## config.mk

```make
export PLATFORM = sky130hd
export DESIGN_NAME = bsg_fifo_1rw_large_front_end
export DESIGN_NICKNAME = d
export VERILOG_FILES = /design/src/rtl/bsg_fifo_1rw_large_front_end.sv
export SDC_FILE = /design/constraint.sdc
export NUM_CORES = 1
export LEC_CHECK = 0
export ABC_AREA = 1
export CAP_MARGIN = 0
export CORE_AREA = 2 2 39 41
export DETAILED_ROUTE_END_ITERATION = 6
export DIE_AREA = 0 0 41 43
export MAX_ROUTING_LAYER = met4
export PLACE_DENSITY = 0.76
export SLEW_MARGIN = 20
export SYNTH_ARGS = -nofsm -noshare
export SYNTH_HDL_FRONTEND = slang
export SYNTH_SLANG_ARGS = --single-unit
```

## constraint.sdc

```tcl
create_clock -name clk_i -period 1.72 [get_ports clk_i]
set_input_delay 0.344 -clock clk_i [delete_from_list [all_inputs] [get_ports clk_i]]
set_output_delay 0.344 -clock clk_i [all_outputs]
set_load 0.1 [all_outputs]
```

## src/rtl/bsg_fifo_1rw_large_front_end.sv

```systemverilog
// bsg_fifo_1rw_large_front_end
//   Adapter that sits in front of a single-ported large FIFO (bsg_fifo_1rw_large).
//   It merges an independent ready/valid enqueue stream and a valid/yumi dequeue
//   stream onto the FIFO's single v/enq_not_deq command port. Reads and writes are
//   arbitrated round-robin. A 2-entry output buffer absorbs the FIFO's 1-cycle read
//   latency, so the consumer sees a plain valid/yumi stream.
//
// Parameters
//   width_p    data width in bits (>= 1)
//   verbose_p  1 = report each command issued to the FIFO (simulation only)
//
// Ports
//   clk_i, reset_n_i     clock, synchronous active-low reset
//   data_i/v_i/ready_o   enqueue side (transfer on v_i & ready_o)
//   data_o/v_o/yumi_i    dequeue side (yumi_i only while v_o)
//   fifo_data_o, fifo_v_o, fifo_enq_not_deq_o   command port to the FIFO
//   fifo_full_i, fifo_empty_i, fifo_data_i      status / read data from the FIFO
//
// Build option
//   BSG_FIFO_1RW_FE_BYPASS_EN: when the FIFO is empty and idle, the input register
//   moves straight into the output buffer without a FIFO command.

module bsg_fifo_1rw_large_front_end #(
  parameter int width_p   = 1,
  parameter int verbose_p = 0
) (
  input  logic               clk_i,
  input  logic               reset_n_i,

  input  logic [width_p-1:0] data_i,
  input  logic               v_i,
  output logic               ready_o,

  output logic [width_p-1:0] data_o,
  output logic               v_o,
  input  logic               yumi_i,

  output logic [width_p-1:0] fifo_data_o,
  output logic               fifo_v_o,
  output logic               fifo_enq_not_deq_o,
  input  logic               fifo_full_i,
  input  logic               fifo_empty_i,
  input  logic [width_p-1:0] fifo_data_i
);

  localparam logic GRANT_RD = 1'b0;
  localparam logic GRANT_WR = 1'b1;

  // input register
  logic               in_v_q, in_v_d;
  logic [width_p-1:0] in_data_q, in_data_d;

  // arbiter / read pipeline
  logic               last_grant_q, last_grant_d;
  logic               rd_inflight_q;

  // output buffer
  logic [width_p-1:0] obuf_q [2];
  logic               obuf_head_q, obuf_head_d;
  logic               obuf_tail_q, obuf_tail_d;
  logic [1:0]         obuf_cnt_q, obuf_cnt_d;

  logic               wr_req, rd_req, wr_grant, rd_grant;
  logic               bypass, accept, push, pop;
  logic [width_p-1:0] push_data;
  logic [2:0]         obuf_occ;

`ifdef BSG_FIFO_1RW_FE_BYPASS_EN
  logic wr_last_q;

  // A write issued last cycle may not yet be visible as non-empty to this logic's
  // view of ordering, so it blocks the shortcut for one cycle.
  always_comb begin
    bypass = reset_n_i & in_v_q & fifo_empty_i & ~rd_inflight_q & ~wr_last_q
           & (obuf_cnt_q != 2'd2);
  end

  always_ff @(posedge clk_i) begin
    if (!reset_n_i) wr_last_q <= 1'b0;
    else            wr_last_q <= wr_grant;
  end
`else
  always_comb begin
    bypass = 1'b0;
  end
`endif

  always_comb begin
    // Items already owed to the obuf (held + in flight) minus the one leaving now
    // must stay below 2 for a new read to be safe.
    obuf_occ = {1'b0, obuf_cnt_q} + {2'b00, rd_inflight_q};
    rd_req   = ~fifo_empty_i & (obuf_occ < (3'd2 + {2'b00, yumi_i}));
    wr_req   = in_v_q & ~fifo_full_i & ~bypass;

    wr_grant = reset_n_i & wr_req & (~rd_req | (last_grant_q == GRANT_RD));
    rd_grant = reset_n_i & rd_req & (~wr_req | (last_grant_q == GRANT_WR));

    ready_o  = reset_n_i & (~in_v_q | wr_grant | bypass);
    accept   = v_i & ready_o;

    fifo_v_o           = wr_grant | rd_grant;
    fifo_enq_not_deq_o = wr_grant;
    fifo_data_o        = in_data_q;

    in_v_d    = accept | (in_v_q & ~(wr_grant | bypass));
    in_data_d = accept ? data_i : in_data_q;

    last_grant_d = last_grant_q;
    if (wr_grant)      last_grant_d = GRANT_WR;
    else if (rd_grant) last_grant_d = GRANT_RD;

    // bypass and in-flight read data are mutually exclusive
    push      = rd_inflight_q | bypass;
    push_data = rd_inflight_q ? fifo_data_i : in_data_q;
    pop       = yumi_i;

    obuf_cnt_d  = obuf_cnt_q + {1'b0, push} - {1'b0, pop};
    obuf_head_d = pop  ? ~obuf_head_q : obuf_head_q;
    obuf_tail_d = push ? ~obuf_tail_q : obuf_tail_q;

    v_o    = (obuf_cnt_q != 2'd0);
    data_o = obuf_q[obuf_head_q];
  end

  always_ff @(posedge clk_i) begin
    if (!reset_n_i) begin
      in_v_q        <= 1'b0;
      in_data_q     <= '0;
      last_grant_q  <= GRANT_RD;
      rd_inflight_q <= 1'b0;
      obuf_q[0]     <= '0;
      obuf_q[1]     <= '0;
      obuf_head_q   <= 1'b0;
      obuf_tail_q   <= 1'b0;
      obuf_cnt_q    <= '0;
    end else begin
      in_v_q        <= in_v_d;
      in_data_q     <= in_data_d;
      last_grant_q  <= last_grant_d;
      rd_inflight_q <= rd_grant;
      if (push) obuf_q[obuf_tail_q] <= push_data;
      obuf_head_q   <= obuf_head_d;
      obuf_tail_q   <= obuf_tail_d;
      obuf_cnt_q    <= obuf_cnt_d;
    end
  end

  always_ff @(posedge clk_i) begin
    if (reset_n_i) begin
      assert (!(push && !pop && (obuf_cnt_q == 2'd2)))
        else $error("output buffer overflow");
      assert (!(yumi_i && !v_o))
        else $error("yumi_i asserted while v_o is low");
      if ((verbose_p != 0) && fifo_v_o)
        $info("fifo cmd: %s data=%h", wr_grant ? "enq" : "deq", in_data_q);
    end
  end

endmodule

```

==> flow_metrics.env <==
export IMPL_start_kind="register"
export IMPL_worst_pin_slew_ns=0.2038
export IMPL_required_ns=1.38
export IMPL_synth_top_area_share_pct=40.55
export IMPL_synthXorXnorAreaFrac_pct=3.226
export IMPL_drt_wl_total_um=1225
export IMPL_synth_compound_area_share_pct=8.756
export IMPL_ys_types=20
export IMPL_numCtsBuffers=3
export IMPL_p_leak_uw=0.0004325
export IMPL_yosys_area_top_type="dfxtp_1"
export IMPL_synthCells=66
export IMPL_fin_cells=110
export IMPL_drive_above_1_share_pct=40.43
export IMPL_clockBufferDepth=2
export IMPL_port_buffers=13
export IMPL_dp_final_hpwl_um=935.5
export IMPL_place_congestion=0.6423
export IMPL_yosys_warnings=0
export IMPL_hold_viol_final=0
export IMPL_core_mm2=0.001384
export IMPL_cp_slowest_cell="dfxtp_2"
export IMPL_h_tree_depth=1
export IMPL_synthArstFlopShare_pct=0
export IMPL_drc_errors=0
export IMPL_violations="negative setup slack"
export IMPL_grt_pass1_wl_um=2111
export IMPL_setup_viol=3
export IMPL_fin_ws_ns=-0.1953
export IMPL_p_total_uw=874.4
export IMPL_slew_headroom_pct=86.40
export IMPL_ant_nets=0
export IMPL_grt_overflow_total=0
export IMPL_vdd_drop_max_mv=0.4539
export IMPL_crit_chain="ha_4 > ha_4 > nand2_4 > nand3_4 > nand2_4 > a21oi_4 > buf_12"
export IMPL_maxCapViolCount=0
export IMPL_dpl_cell_count=100
export IMPL_avgSynthCellArea_um2=8.228
export IMPL_hp_class="register to register"
export IMPL_synth_top_family_by_area="simple AND/OR/NAND/NOR gates"
export IMPL_grt_max_degree=9
export IMPL_synth_nets=78
export IMPL_cp_top_family="adder cells"
export IMPL_drt_iter0_drc=5
export IMPL_cts_sinks=11
export IMPL_dr_total_vias=510
export IMPL_reg2regPathDepth=9
export IMPL_cp_buffers_inverters=1
export IMPL_via_per_inst=4.636
export IMPL_fp_dieH_um=43
export IMPL_skew_ns=0.003730
export IMPL_synth_seq_cells=11
export IMPL_register_area_um2=222.7
export IMPL_die_area_mm2=0.001763
export IMPL_fin_nets=107
export IMPL_tns_ns=-0.5038
export IMPL_die_w_um=41
export IMPL_yosysSeqAreaShare_pct=40.55
export IMPL_critPathArrivalTime_ns=1.57
export IMPL_synth_fa_ha_area_share_pct=9.217
export IMPL_synth_main_ff_cell="dfxtp_1"
export IMPL_whs_path_depth=2
export IMPL_insertion_delay_ns=0.27
export IMPL_synth_top_cells_by_area="dfxtp_1, ha_1, inv_1"
export IMPL_io_pins=14
export IMPL_cp_slowest_stage_delay_ns=0.34
export IMPL_grt_pass1_vias=514
export IMPL_crit_cells=7
export IMPL_firstDrtPassIters=4
export IMPL_synth_simple_gate_area_share_pct=24.88
export IMPL_synth_commonest_cells="dfxtp_1, inv_1, nand2_1"
export IMPL_n_antenna_cell=0
export IMPL_rows=14
export IMPL_area_delta_synth_final_pct=72.35
export IMPL_min_period_ns=1.915
export IMPL_worstSetupPathType="register to output port"
export IMPL_rsz0062_at_grt="true"
export IMPL_p_per_area_mw_per_mm2=934.3
export IMPL_antenna_found_initial=0
export IMPL_start_util_pct=39.24
export IMPL_finalCritPeriodShare_pct=111.4
export IMPL_crit_path_end_kind="output port"
export IMPL_grtUsageTotal_pct=18.29
export IMPL_cp_max_fo=3
export IMPL_clockRootBuffer="clkbuf_4"
export IMPL_wire_per_inst_um=11.14
export IMPL_cts_tree="yes"
export IMPL_nFillCells=107
export IMPL_syn_area_um2=543.0
export IMPL_fmax_mhz=522.1
export IMPL_slew_viol_final=0
export IMPL_synthMuxAreaShare_pct=2.074
export IMPL_synth_edf_count=0
export IMPL_fin_util_pct=67.63
export IMPL_status="complete, but fails checks"
export IMPL_path_clk_slew_ns=0.07
export IMPL_multi_input_area_um2=334.1
## per-layer routing
metal,vias up,GRT usage [%],part of all wire (%)
met2,14,30.00,55
met1,227,19.54,38
met3,5,3.141,3.8
met4,0,10.00,2.2
li1,264,-,-
met5,-,-,0
## where the power goes
part | total [uW] | internal, uW | switching (uW)
combinational | 384 | 161 | 223
sequential | 311 | 285 | 26.7
clock | 179 | 89.8 | 88.9
## cell usage in the layout (no fill, tap or decap), types with 3 or more instances in the layout
cell             count
buf_12               6
clkdlybuf4s50_1      6
nor2_1               5
buf_4               12
nand2_1              7
clkbuf_4             3
inv_1               10
a21oi_1              5
nor3_1               3
dfxtp_1              9
## what timing repair did
action,4_1_cts,5_1_grt
setup buffers,5,1
resized for setup,8,0
gates cloned,0,0
endpoints found under the setup margin,3,3
pin swaps,5,1
hold buffers,0,0
## tightest hold or removal path, cell delays in order, from the launching register on
cell and delay (ns):
dfxtp_1 0.34, inv_1 0.08, a21oi_1 0.06
## area by class of cell
cell class | instances | area share (%)
multi-input cells | 42 | 35.70
repair buffers | 25 | 29.81
inverters | 12 | 5.749
well taps | 16 | 2.139
flip-flops and latches | 11 | 23.80
clock buffers | 4 | 2.807
## metrics by stage
stage	instance area, um^2	hold WS, ns	setup slack [ns]
floorplan	576.8	0.4682	-0.4765
finish	935.9	0.5210	-0.1953
global placement	820.8	0.4883	-0.1645
CTS	928.4	0.5176	-0.2092
detailed placement	820.8	0.5025	-0.1826
global route	935.9	0.5438	-0.2503
## registers in the layout (all words and copies together) (netlist names), named ones only
register / flops
fifo_data_o: 1
in_v_q: 1
last_grant_q: 1
obuf_cnt_q: 2
obuf_head_q: 1
obuf_q: 2
obuf_tail_q: 1
push: 1
## worst paths after layout
path	start	to	slack, ns
max	push	ready_o	-0.20
min	obuf_tail_q	obuf_tail_q	0.52
max reg2reg	push	obuf_cnt_q[1]	0.17
min reg2reg	obuf_tail_q	obuf_tail_q	0.52
## cells by family (layout without fill, tap and decap cells)
kind of cell               count (synthesis)  in the layout
AOI/OAI and AO/OA                          9              9
xor gates and xnor gates                   2              2
adders and majority gates                  4              4
buffers and inverters                     13             41
DFF                                       11             11
muxes                                      1              1
and+or+nand+nor                           26             26
Note: power is estimated with default switching activity, not from simulation.
